### src/rtl/fifo_arb_pkg.sv
// Shared types and constants for the FIFO write-side arbiter.
// The width helper never returns less than 1, so a 1-bit field is still legal.
package fifo_arb_pkg;

    typedef enum logic {
        IDLE  = 1'b0,
        GRANT = 1'b1
    } arb_state_e;

    localparam int DEFAULT_DW    = 16;
    localparam int DEFAULT_CNT_W = 32;

    function automatic int clog2(input int n);
        int w = 1;
        while ((1 << w) < n) w++;
        return w;
    endfunction

endpackage

### src/rtl/rr_picker.sv
// Combinational round-robin search: the first asserted request at or above
// rr_ptr, wrapping modulo NREQ, wins.
module rr_picker
    import fifo_arb_pkg::*;
#(
    parameter int NREQ = 4,
    parameter int IW   = clog2(NREQ)
) (
    input  logic [NREQ-1:0] req_valid,
    input  logic [IW-1:0]   rr_ptr,
    output logic            found,
    output logic [IW-1:0]   winner
);

    logic [2*NREQ-1:0] doubled;
    logic [NREQ-1:0]   rotated;
    logic [IW:0]       sum;

    // NOTE: every variable gets a default at the top of always_comb so no path leaves one unassigned, which would infer a latch.
    always_comb begin
        doubled = {req_valid, req_valid} >> rr_ptr;
        rotated = doubled[NREQ-1:0];
        found   = |rotated;
        winner  = '0;
        sum     = '0;
        // Descending scan: the last hit written is the smallest offset from rr_ptr.
        for (int k = NREQ - 1; k >= 0; k--) begin
            if (rotated[k]) begin
                sum = {1'b0, rr_ptr} + (IW+1)'(k);
                if (sum >= (IW+1)'(NREQ)) begin
                    sum = sum - (IW+1)'(NREQ);
                end
                winner = sum[IW-1:0];
            end
        end
    end

endmodule

### src/rtl/fifo_wr_arbiter.sv
// Shares one FIFO write port between NREQ valid/ready producers, granting
// round-robin bursts of up to BURST_MAX words and counting words written.
module fifo_wr_arbiter
    import fifo_arb_pkg::*;
#(
    parameter int NREQ      = 4,
    parameter int DW        = DEFAULT_DW,
    parameter int BURST_MAX = 8,
    parameter int CNT_W     = DEFAULT_CNT_W
) (
    input  logic                   clk_a,
    input  logic                   rst,
    input  logic [NREQ-1:0]        req_valid,
    input  logic [NREQ*DW-1:0]     req_data,
    output logic [NREQ-1:0]        req_ready,
    input  logic                   fifo_full,
    output logic [DW-1:0]          din_a,
    output logic                   wen_a,
    output logic [clog2(NREQ)-1:0] grant_id,
    output logic                   busy,
    output logic [CNT_W-1:0]       total_cnt
);

    localparam int            GW         = clog2(NREQ);
    localparam int            BW         = clog2(BURST_MAX + 1);
    localparam logic [BW-1:0] BURST_LAST = BW'(BURST_MAX - 1);

    arb_state_e       state_q;
    logic [GW-1:0]    rr_ptr_q;
    logic [GW-1:0]    grant_id_q;
    logic [BW-1:0]    burst_cnt_q;
    logic [CNT_W-1:0] total_cnt_q;
    logic [CNT_W-1:0] total_cnt_d;
    logic [GW-1:0]    rr_ptr_d;

    logic          found;
    logic [GW-1:0] winner;
    logic          in_grant;
    logic          owner_valid;
    logic          accept;
    logic          burst_done;
    logic          release_grant;
    logic [DW-1:0] data_arr [NREQ];

    for (genvar g = 0; g < NREQ; g++) begin : g_split
        assign data_arr[g] = req_data[g*DW +: DW];
    end

    rr_picker #(
        .NREQ (NREQ),
        .IW   (GW)
    ) u_picker (
        .req_valid (req_valid),
        .rr_ptr    (rr_ptr_q),
        .found     (found),
        .winner    (winner)
    );

    // The write path stays combinational so fifo_full gates the very edge it is seen on.
    always_comb begin
        in_grant      = (state_q == GRANT);
        owner_valid   = req_valid[grant_id_q];
        accept        = in_grant && owner_valid && !fifo_full;
        burst_done    = accept && (burst_cnt_q == BURST_LAST);
        release_grant = in_grant && (burst_done || !owner_valid);
        rr_ptr_d      = (grant_id_q == GW'(NREQ - 1)) ? '0 : grant_id_q + GW'(1);
        total_cnt_d   = total_cnt_q + CNT_W'(accept);

        req_ready = '0;
        if (in_grant) begin
            req_ready[grant_id_q] = !fifo_full;
        end
        din_a = in_grant ? data_arr[grant_id_q] : '0;
    end

    // NOTE: sequential state uses non-blocking assignments so every register samples pre-edge values.
    always_ff @(posedge clk_a or posedge rst) begin
        if (rst) begin
            state_q     <= IDLE;
            rr_ptr_q    <= '0;
            grant_id_q  <= '0;
            burst_cnt_q <= '0;
            total_cnt_q <= '0;
        end else begin
            total_cnt_q <= total_cnt_d;
            case (state_q)
                IDLE: begin
                    if (found) begin
                        grant_id_q <= winner;
                        state_q    <= GRANT;
                    end
                end
                GRANT: begin
                    if (release_grant) begin
                        state_q     <= IDLE;
                        rr_ptr_q    <= rr_ptr_d;
                        burst_cnt_q <= '0;
                    end else if (accept) begin
                        burst_cnt_q <= burst_cnt_q + BW'(1);
                    end
                end
                default: state_q <= IDLE;
            endcase
        end
    end

    assign wen_a     = accept;
    assign grant_id  = grant_id_q;
    assign busy      = (state_q == GRANT);
    assign total_cnt = total_cnt_q;

endmodule

### config.mk
export PLATFORM = sky130hd
export DESIGN_NAME = fifo_wr_arbiter
export DESIGN_NICKNAME = d
export VERILOG_FILES = /design/src/rtl/fifo_arb_pkg.sv /design/src/rtl/rr_picker.sv /design/src/rtl/fifo_wr_arbiter.sv
export SDC_FILE = /design/constraint.sdc
export NUM_CORES = 1
export LEC_CHECK = 0
export ABC_CLOCK_PERIOD_IN_PS = 3250
export CAP_MARGIN = 20
export CORE_MARGIN = 1
export CORE_UTILIZATION = 40
export DETAILED_ROUTE_END_ITERATION = 6
export GPL_TIMING_DRIVEN = 1
export PLACE_DENSITY = 0.85
export RECOVER_POWER = 100
export SLEW_MARGIN = 15
export SYNTH_ARGS = -nofsm -noshare
export SYNTH_HDL_FRONTEND = slang
export SYNTH_SLANG_ARGS = --single-unit
export TNS_END_PERCENT = 5
### constraint.sdc
create_clock -name clk_a -period 3.25 [get_ports clk_a]
set_clock_uncertainty 0.1 [all_clocks]
set_input_delay 0.325 -clock clk_a [delete_from_list [all_inputs] [get_ports clk_a]]
set_output_delay 0.325 -clock clk_a [all_outputs]
set_load 0.1 [all_outputs]
# Word level (Yosys, flattened, before mapping)
# Cells that the tools add are included.
op_classes:
  addsub: 10
  n_mul: 0
  n_div: 0
  magnitude_cmp: 7
  n_eq_ne: 2
  n_shift: 1
  n_mux: 23
  bitwise_logic: 3
  reduce_logical: 13
ops:
  columns: ["operator", "count"]
  rows:
  - ["two-way mux 16 bit", 3]
  - ["adder 32 x 1 -> 32 bit", 1]
  - ["binary-select mux 16 bit (select 2 bit)", 1]
  - ["two-way mux 2 bit", 9]
  - [">= comparator 3 bit (second input constant)", 4]
  - ["two-way mux 4 bit", 3]
  - ["right shift 8 x 2 -> 4 bit", 1]
  - ["subtractor 2 x 1 -> 2 bit (second input constant)", 4]
  - ["adder 2 x 2 -> 3 bit (second input constant)", 2]
  - ["AND reduction 2 bit", 3]
  - ["logical AND 1 bit", 5]
  - ["adder 4 x 1 -> 4 bit (second input constant)", 1]
  - ["AND 4 bit", 1]
  - ["== test 4 x 3 -> 1 bit (second input constant)", 1]
  - ["two-way mux 1 bit", 4]
  - ["OR reduction 4 bit", 1]
  - ["adder 2 x 1 -> 3 bit (second input constant)", 1]
  - [">= comparator 2 x 3 -> 1 bit (second input constant)", 1]
  - ["less-than comparator 2 x 3 -> 1 bit (second input constant)", 1]
  - ["NOT 2 -> 3 bit", 1]
  - ["adder 2 x 1 -> 2 bit (second input constant)", 1]
  - ["binary-select mux 1 bit (select 2 bit)", 1]
  - ["demux 1 bit (select 2 bit)", 1]
  - ["== test 2 bit (second input constant)", 1]
  - ["6 further kinds", 7]
word_totals:
  ff_bits: 41
  latchBits: 0
  ramBits: 0
  rom_bits: 0
  elab_cells: 64
  mem_count: 0

# Depth between registers and ports, before layout
logic_depth:
  word_depth: 9
  depth_mapped: 8
  depth_no_buf: 7

# Modules after synthesis
# A second synthesis with hierarchy kept.
hier_totals:
  hier_cells: 232
  hier_area_um2: 2590.0
modules_own_cells:
  columns: ["module", "n_inst", "cells_each", "area_each_um2", "seq_area_each_um2"]
  rows:
  - ["fifo_wr_arbiter", 1, 219, 2512.4, 1026.0]
  - ["rr_picker", 1, 13, 77.6, 0.0]

# Least setup slack after synthesis
# OpenSTA, ideal clock, no wires.
synth_timing:
  kind: "register to register"
  startpoint: "register grant_id_q[1], in the netlist grant_id[1]"
  endpoint: "register total_cnt_q[29], in the netlist total_cnt[29]"
  setup_time_ps: 162
  t_arrival_ps: 3504
  t_required_ps: 2988
  setup_slack_ps: -516
  stages_incl_launch_ff: 9
  cell_sequence: "dfrtp_1 -> buf_2 -> mux4_2 -> and2_1 -> ha_1 -> nand3_1 -> nor4_4 -> nor4b_1 -> xor2_1"
synth_between:
  elab_chain_cells: 5
synth_lines:
  columns: ["item", "line", "text"]
  rows:
  - ["start: declaration", "fifo_wr_arbiter.sv:30", "logic [GW-1:0] grant_id_q;"]
  - ["start signal: assignment", "fifo_wr_arbiter.sv:89", "grant_id_q <= winner;"]
  - ["binary-select mux 1 bit (select 2 bit)", "fifo_wr_arbiter.sv:62", "owner_valid = req_valid[grant_id_q];"]
  - ["two-way mux 1 bit (not written as such)", "fifo_wr_arbiter.sv:62", null]
  - ["logical AND 1 bit (2 in a row)", "fifo_wr_arbiter.sv:63", "accept = in_grant && owner_valid && !fifo_full;"]
  - ["via wen_a", "fifo_wr_arbiter.sv:18", "output logic wen_a,"]
  - ["adder 32 x 1 -> 32 bit", "fifo_wr_arbiter.sv:67", "total_cnt_d = total_cnt_q + CNT_W'(accept);"]
  - ["via total_cnt_d[29]", "fifo_wr_arbiter.sv:33", "logic [CNT_W-1:0] total_cnt_d;"]
  - ["end signal: assignment", "fifo_wr_arbiter.sv:85", "total_cnt_q <= total_cnt_d;"]
  - ["end: declaration", "fifo_wr_arbiter.sv:32", "logic [CNT_W-1:0] total_cnt_q;"]
# The timed path passes the listed nets, and every way through them passes these cells. The select of a mux whose other input is x is not followed.
# A chain may end at the register's enable or synchronous reset.

# Worst setup path in the final report
layout_timing:
  startpoint: "input req_valid[0]"
  endpoint: "register total_cnt_q[28], in the netlist total_cnt[28]"
layout_between:
  elab_chain_cells: 5
layout_lines:
  columns: ["item", "line", "text"]
  rows:
  - ["start: declaration", "fifo_wr_arbiter.sv:13", "input logic [NREQ-1:0] req_valid,"]
  - ["binary-select mux 1 bit (select 2 bit)", "fifo_wr_arbiter.sv:62", null]
  - ["two-way mux 1 bit (not written as such)", "fifo_wr_arbiter.sv:62", null]
  - ["logical AND 1 bit (2 in a row)", "fifo_wr_arbiter.sv:63", null]
  - ["adder 32 x 1 -> 32 bit", "fifo_wr_arbiter.sv:67", null]
  - ["via total_cnt_d[28]", "fifo_wr_arbiter.sv:33", null]
# The timed path passes the listed nets, and every way through them passes these cells. The select of a mux whose other input is x is not followed.

==> results.toml <==
[cts]
insertion_delay_ns = 0.30
hold_buffers = 0
cts_setup_buffers = 0
cts_tree = "done"
clk_path_buf_depth = 2
cts_buffers = 5
ctsRootBufferMaster = "clkbuf_8"
cts.sinks = 41
htreeDepth = 2
clk_pin_slew_ns = 0.08
cts_resized = 0

[yosys]
netlist_area_um2 = 2621
synth_cells = 223
syn_nets = 301
avgSynthCellArea_um2 = 11.75
synthDistinctLibCells = 41
synth_seq_cells = 41
yosys-top-cells-area = "dfrtp_1 (39%), mux4_2 (11%), xnor2_1 (5.7%)"
async_flop_share_pct = 100.0
yosysSeqAreaShare_pct = 39.14
synth_edf_count = 0
synth_top_area_cell = "dfrtp_1"
ys.flop_type = "dfrtp_1"
yosysTopAreaCellShare_pct = 39.14
yosys_warnings = 0

[worst_hold_path]
hold_depth = 1
hold_class = "reg2reg"
hp-start = "total_cnt[23]"
hold_path_end = "total_cnt[23]"

[power]
peakVddDrop_uv = 1342
power.leakage_nw = 1.767
power.density_nw_per_um2 = 900.4

[flow_run]
maxCapViolCount = 0

[floorplanning]
dieArea_um2 = 6881
fp.dieH_um = 82.95
core_um2 = 6350
die_w_um = 82.95
rows = 29
io_pins = 127
start_util_pct = 41.28

[detailed_routing]
drt_wl_total_um = 6867
drcViolationCount = 0
wl_per_cell_um = 15.97
final_antenna_net_count = 0
dr_total_vias = 2300
first_pass_iters = 4
drtIter0Drc = 94
routed_via_density = 5.349

[setup_path]
criticalPathCategory = "in2reg"
worstPathArrival_ns = 2.89
worstPathRequired_ns = 3.36
start_kind = "input port"
slowest_stage = "dlygate4sd3_1"
cpPeakStageDelay_ns = 0.60
cp_max_fo = 9
crit_chain = "dlygate4sd3_1 -> mux4_2 -> and3_1 -> ha_1 -> nand2_1 -> nor4_4 -> nor4b_1 -> xor2_1"
r2r_slack_ns = 0.59
worst_setup_path_end_kind = "register"
r2r_cells = 7
rr_startpoint = "grant_id[0]"
r2r-end = "total_cnt[28]"

[sta]
relSlewSlack_pct = 19.45
fmax_mhz = 358.6
rsz0062_at_grt = "false"
worstMarginPinSlew_ns = 1.213
setup_viol = 0
final.period_utilization_pct = 85.80
layout_min_cycle_time_ns = 2.788
setup_tns_ns = 0
drv_slew = 0
hold_viol_final = 0

[placed_design]
dp_cells = 422
finalWeightedCongestion = 0.7922
dp_hpwl_um = 5345
io_buffers = 126

[outcome]
status = "complete, no violations"

[global_routing]
grt_max_degree = 42
grt_usage_pct = 21.10
grt_pass1_vias = 2371
grt_overflow = 0
antenna_found_initial = 0
grt_pass1_wl_um = 11760

[finish]
final_cells = 430
drive_gt1_share_pct = 14.45
area_delta_synth_final_pct = 48.64
final_nets = 430
num_antenna_cells = 0
[Yosys cell counts, types with 5 or more instances]
| library cell | n |
|---|---|
| dfrtp_1 | 41 |
| nand2_1 | 15 |
| nor4_1 | 5 |
| and4_1 | 7 |
| xnor2_1 | 17 |
| mux4_2 | 13 |
| ha_1 | 7 |
| nand3_1 | 13 |
| nand4_1 | 7 |
| inv_1 | 6 |
| xor2_1 | 13 |
| and2_1 | 21 |
[registers in the layout (all words and copies together), names as in the netlist]
register / count
total_cnt: 32
rr_ptr_q: 2
grant_id: 2
burst_cnt_q: 4
busy: 1
[stage by stage]
step	hold slack, ns	setup slack [ns]	cell area (µm²)	utilization, %	total power, W
finish	0.3910	0.4616	3896	61.36	0.003508
CTS	0.3762	0.5419	4021	63.33	0.003656
detailed placement	0.3695	0.2678	3887	61.22	0.003164
global placement	0.3599	0.4444	3887	61.22	0.003135
global route	0.4261	0.3273	3896	61.36	0.003664
floorplan	0.3775	0.05566	2625	-	0.002638
[routing by layer]
| layer | global-route usage, % | wire length, µm |
|---|---|---|
| met2 | 38.00 | 3597 |
| met3 | 4.871 | 356 |
| met4 | 4.859 | 101 |
| met1 | 25.54 | 2812 |
| met5 | 0 | 0 |
[area by class of cell]
cell class | count | area (µm²)
Multi-Input combinational cell | 168 | 1511
Timing Repair Buffer | 130 | 1104
Tap cell | 77 | 96.34
Clock inverter | 3 | 65.06
Inverter | 6 | 22.52
Clock buffer | 5 | 68.82
Sequential cell | 41 | 1028
Fill cell | 515 | 2454
[placed cells by master (no fill, tap or decap), drive strengths merged, types with 5 or more instances in the layout]
cell type,count
xnor2,17
clkbuf,38
inv,6
dfrtp,41
xor2,13
and4,7
nand4,10
nand3,13
buf,5
ha,7
nor4,7
and2,21
mux4,17
clkdlybuf4s50,68
nand2,15
dlygate4sd3,24
[report_power, final]
part | switching (W) | total, W | internal [W]
Combinational | 0.00175 | 0.00233 | 0.000579
Sequential | 0.0000962 | 0.000687 | 0.000591
Clock | 0.000183 | 0.000488 | 0.000305
[worst max-delay path, delay by kind of cell]
kind          cells  cell delay, ns
mux               1            0.37
buf+inv           1            0.60
fa+ha+maj         1            0.22
simple gates      4            1.13
xor+xnor          1            0.23
[worst max path at each step]
stage / startpoint / to / slack [ns] / cells past startpoint
after CTS: req_valid[3] / total_cnt[28] / 0.54 / 8
after global placement: req_valid[3] / total_cnt[28] / 0.44 / 8
after global routing: req_valid[0] / total_cnt[28] / 0.33 / 8
after floorplan: busy / total_cnt[29] / 0.06 / 7
after detailed placement: req_valid[3] / total_cnt[28] / 0.27 / 8
final: req_valid[0] / total_cnt[28] / 0.46 / 8
[cells by family (layout without fill, tap and decap cells)]
kind of cell | after synthesis | in the layout | synth area share, %
compound gates | 11 | 11 | 3.151
xor+xnor | 30 | 30 | 10.02
fa+ha+maj | 7 | 7 | 3.341
buf+inv | 14 | 144 | 2.386
flops | 41 | 41 | 39.14
mux | 23 | 23 | 17.57
simple gates | 97 | 97 | 24.39
Power figures use the tool's default switching activity.
